$ cat src/rtl/price_frame_rx.sv
// Price frame receiver: hunts for 0xA5, collects a big-endian 32-bit price plus
// XOR checksum, and reports accepted prices, checksum failures and inter-byte timeouts.
module price_frame_rx #(
    parameter int TIMEOUT_CYCLES = 52_083
) (
    input  logic        clk,
    input  logic        rst,
    input  logic [7:0]  rx_data,
    input  logic        rx_ready,
    output logic [31:0] price_out,
    output logic        price_valid,
    output logic        frame_err,
    output logic [1:0]  err_code,
    output logic [15:0] frame_count,
    output logic [7:0]  err_count
);

    localparam logic [7:0]  SYNC = 8'hA5;
    localparam logic [19:0] TMO  = 20'(TIMEOUT_CYCLES);

    typedef enum logic [2:0] {
        HUNT, GET_P3, GET_P2, GET_P1, GET_P0, GET_CHK
    } state_t;

    state_t      state, next;
    logic [31:0] shadow;
    logic [19:0] tcnt;
    logic        accept, cs_bad, tmo;
    logic [7:0]  chk_calc;

    assign chk_calc = shadow[31:24] ^ shadow[23:16] ^ shadow[15:8] ^ shadow[7:0];

    always_ff @(posedge clk) begin
        if (rst) state <= HUNT;
        else     state <= next;
    end

    // A byte in the terminal-count cycle takes priority over the timeout.
    always_comb begin
        next   = state;
        accept = 1'b0;
        cs_bad = 1'b0;
        tmo    = 1'b0;
        case (state)
            HUNT: if (rx_ready && rx_data == SYNC) next = GET_P3;
            GET_P3, GET_P2, GET_P1, GET_P0: begin
                if (rx_ready) begin
                    case (state)
                        GET_P3:  next = GET_P2;
                        GET_P2:  next = GET_P1;
                        GET_P1:  next = GET_P0;
                        default: next = GET_CHK;
                    endcase
                end else if (tcnt == TMO) begin
                    tmo  = 1'b1;
                    next = HUNT;
                end
            end
            GET_CHK: begin
                if (rx_ready) begin
                    if (rx_data == chk_calc) accept = 1'b1;
                    else                     cs_bad = 1'b1;
                    next = HUNT;
                end else if (tcnt == TMO) begin
                    tmo  = 1'b1;
                    next = HUNT;
                end
            end
            default: next = HUNT;
        endcase
    end

    always_ff @(posedge clk) begin
        if (rst) begin
            shadow      <= '0;
            tcnt        <= '0;
            price_out   <= '0;
            price_valid <= 1'b0;
            frame_err   <= 1'b0;
            err_code    <= 2'd0;
            frame_count <= '0;
            err_count   <= '0;
        end else begin
            price_valid <= accept;
            frame_err   <= cs_bad | tmo;

            if (rx_ready || state == HUNT || next == HUNT) tcnt <= '0;
            else                                           tcnt <= tcnt + 20'd1;

            if (rx_ready) begin
                case (state)
                    GET_P3:  shadow[31:24] <= rx_data;
                    GET_P2:  shadow[23:16] <= rx_data;
                    GET_P1:  shadow[15:8]  <= rx_data;
                    GET_P0:  shadow[7:0]   <= rx_data;
                    default: ;
                endcase
            end
            if (tmo) shadow <= '0;

            if (accept) begin
                price_out   <= shadow;
                frame_count <= frame_count + 16'd1;
            end
            if (cs_bad) err_code <= 2'd1;
            if (tmo)    err_code <= 2'd2;
            if ((cs_bad || tmo) && err_count != 8'hFF) err_count <= err_count + 8'd1;
        end
    end

endmodule

$ cat config.mk
export PLATFORM = sky130hd
export DESIGN_NAME = price_frame_rx
export DESIGN_NICKNAME = d
export VERILOG_FILES = /design/src/rtl/price_frame_rx.sv
export SDC_FILE = /design/constraint.sdc
export NUM_CORES = 1
export LEC_CHECK = 0
export ABC_CLOCK_PERIOD_IN_PS = 2460
export CAP_MARGIN = 30
export CORE_MARGIN = 1
export CORE_UTILIZATION = 49
export CTS_CLUSTER_SIZE = 28
export DETAILED_ROUTE_END_ITERATION = 8
export GPL_TIMING_DRIVEN = 1
export MAX_ROUTING_LAYER = met4
export PLACE_DENSITY = 0.76
export SLEW_MARGIN = 20
export SYNTH_ARGS = -nofsm -noshare
export SYNTH_HDL_FRONTEND = slang
export SYNTH_SLANG_ARGS = --single-unit
export TNS_END_PERCENT = 1
$ cat constraint.sdc
create_clock -name clk -period 2.46 [get_ports clk]
set_clock_uncertainty 0.1 [all_clocks]
set_input_delay 0.246 -clock clk [delete_from_list [all_inputs] [get_ports clk]]
set_output_delay 0.246 -clock clk [all_outputs]
set_load 0.01 [all_outputs]
==> reports/metrics.yaml <==
outcome:
  outcome: "finished clean"
synth:
  ys_types: 49
  yosys_register_bits: 115
  synth_top_flop_cell: "dfxtp_1"
  syn_area_mm2: 0.00510
  synth_enable_flop_cells: 0
  avgSynthCellArea_um2: 8.93
  syn-instance-count: 571
  synth_top_area_share_pct: 45.2
  async_flop_share_pct: 0
  yosys-top-cells-area: "dfxtp_1 (45%), mux2i_1 (6.7%), nand2_1 (6.5%)"
  yosysTopAreaCell: "dfxtp_1"
  yosys_warnings: 0
  syn_nets: 585
  yosysSeqAreaShare_pct: 45.2
sta:
  rsz0062_at_grt: "no"
  min_period_ps: 2380
  setup-tns-final_ps: 0
  hold_slack_ps: 152
  worstMarginPinSlew_ps: 596
  hold_viol: 0
  maxSlewViolCount: 0
  timing.fmax_mhz: 420
  maxSlewHeadroom_pct: 60.3
  post-route-period-util_pct: 96.8
  setup_viol: 0
power_and_ir_drop:
  peakVddDrop_v: 0.000515
  leakagePower_nw: 2.48
  power_density_mw_per_mm2: 649
floorplanning:
  die_w_um: 104
  die_y_um: 104
  start_util_pct: 51.4
  rows: 36
  coreArea_mm2: 0.00991
  die-area_mm2: 0.0108
  io_pins: 71
flow_run:
  maxCapViolCount: 0
cts:
  cts-root-buf: "clkbuf_8"
  numCtsBuffers: 17
  clock_sinks: 115
  clk_pin_slew_ps: 50
  clock_latency_ps: 510
  cts_max_path_buffers: 2
  tritoncts: "done"
  cts_hold_buffers: 0
  cts.htree.levels: 4
detailed_routing:
  wl_per_cell_um: 14.8
  drtIter0Drc: 263
  dr.pass1.iters: 5
  routed_wl_um: 12100
  route.detailed.drc: 0
  vias: 4404
  postRouteAntennaNets: 0
  vias_per_cell: 5.40
layout:
  diodes: 0
  layout_common_cells: "dfxtp_1 (112), nand2_1 (88), nor2_1 (82)"
  nNetsFinal: 684
  areaGrowthSynthToFinish_pct: 32.5
  design_area_mm2: 0.00675
  drive_above_1_share_pct: 14.5
  final_core_util_pct: 68.1
  layout_commonest_cell: "dfxtp_1"
setup_path:
  cp_cell_sequence: "nor4b_1 > nand4b_1 > or4_1 > buf_6 > a2111oi_4 > mux2_4"
  cp_slowest_cell: "or4_1"
  worst_setup_path_end_kind: "register"
  critPathBufInv: 1
  crit_type: "reg -> reg"
  worst_path_dominant_cell_family: "simple AND/OR/NAND/NOR gates"
  worstPathMaxFanout: 11
  max_stage_delay_ps: 430
  critical_path_required_ps: 2760
  crit_path_start_kind: "register"
  arrival_ps: 2680
placement:
  finalWeightedCongestion: 0.807
  io_buffer_count: 70
  place_hpwl_um: 8340
  dpl_cell_area_mm2: 0.00613
global_route:
  grt_max_degree: 36
  grt_pass1_vias: 4132
  antenna_found_initial: 0
  grt_pass1_wl_um: 20000
  grt-ovfl-total: 0
  grt_usage_pct: 23.6
min_path:
  hold_path_class: "in -> reg"
## synthesized netlist by cell type, types with 7 or more instances
cell / instances
mux2i_1: 34
or4_1: 8
nor2b_1: 13
clkbuf_1: 18
nand3_1: 16
dfxtp_1: 115
nand4_1: 11
nor2_1: 82
xnor3_1: 8
mux2_2: 9
nor3_1: 7
xor2_1: 8
a21oi_1: 46
and3_1: 8
nand2_1: 88
xnor2_1: 29
## final timing paths
check / from / to / slack, ps / depth (start not counted)
max reg2reg: tcnt[11]$_SDFF_PP0_ / err_count[5]$_SDFFE_PP0P_ / 80 / 6
min: rst / frame_count[12]$_SDFFE_PP0P_ / 150 / 2
max: tcnt[11]$_SDFF_PP0_ / err_count[5]$_SDFFE_PP0P_ / 80 / 6
min reg2reg: err_code[0]$_SDFFE_PP0P_ / err_code[0]$_SDFFE_PP0P_ / 350 / 2
## metal layers
layer | up-vias | part of all wire [%] | GRT usage (%)
met3 | 14 | 5.7 | 5.89
met1 | 2072 | 46 | 29.5
met4 | 0 | 1.0 | 7.76
met2 | 158 | 47 | 37.3
li1 | 2160 | - | -
met5 | - | 0 | -
## stage by stage
step | setup slack, ps | instances | total power [mW]
after floorplan | 37.3 | 571 | 2.01
after global placement | -404 | 783 | 2.08
after detailed placement | -517 | 783 | 2.08
after CTS | 15.6 | 814 | 4.40
after global routing | 5.20 | 815 | 4.50
final | 77.7 | 815 | 4.38
## kinds of logic (layout without fill, tap and decap cells)
kind of cell             Yosys count  in the layout  synth area share [%]
AND/OR/NAND/NOR                  263            263                  24.4
flip-flops                       115            115                  45.2
AO/OA/AOI/OAI                     65             65                  7.41
XOR/XNOR                          45             45                  9.89
multiplexers                      45             45                  9.11
buffers and inverters             35            146                  3.24
adder cells (fa/ha/maj)            3              3                 0.736
## what timing repair did
item	in CTS	in global routing
setup buffers	0	1
setup endpoints to repair	5	7
resized for setup	3	7
pin swaps	0	4
## area by class of cell
class,instances,area (um^2)
clock buffer,21,459
timing repair buffer,111,1030
multi-input combinational,421,2670
fill,765,3160
inverter,4,15.0
clock inverter,10,108
sequential,115,2310
tap,133,166
## power by group
group / leakage (nW) / switching [mW] / internal (mW)
clock network: 0.275 / 0.829 / 1.50
registers: 0.928 / 0.00788 / 1.87
logic: 1.28 / 0.0907 / 0.0785
total: 2.48 / 0.927 / 3.45
## registers in the layout (all words and copies together) (netlist names), 2 cells and up
name,cells
err_count,8
state,3
price_out,32
shadow,32
frame_count,16
tcnt,20
err_code,2
(Power assumes the default switching activity.)
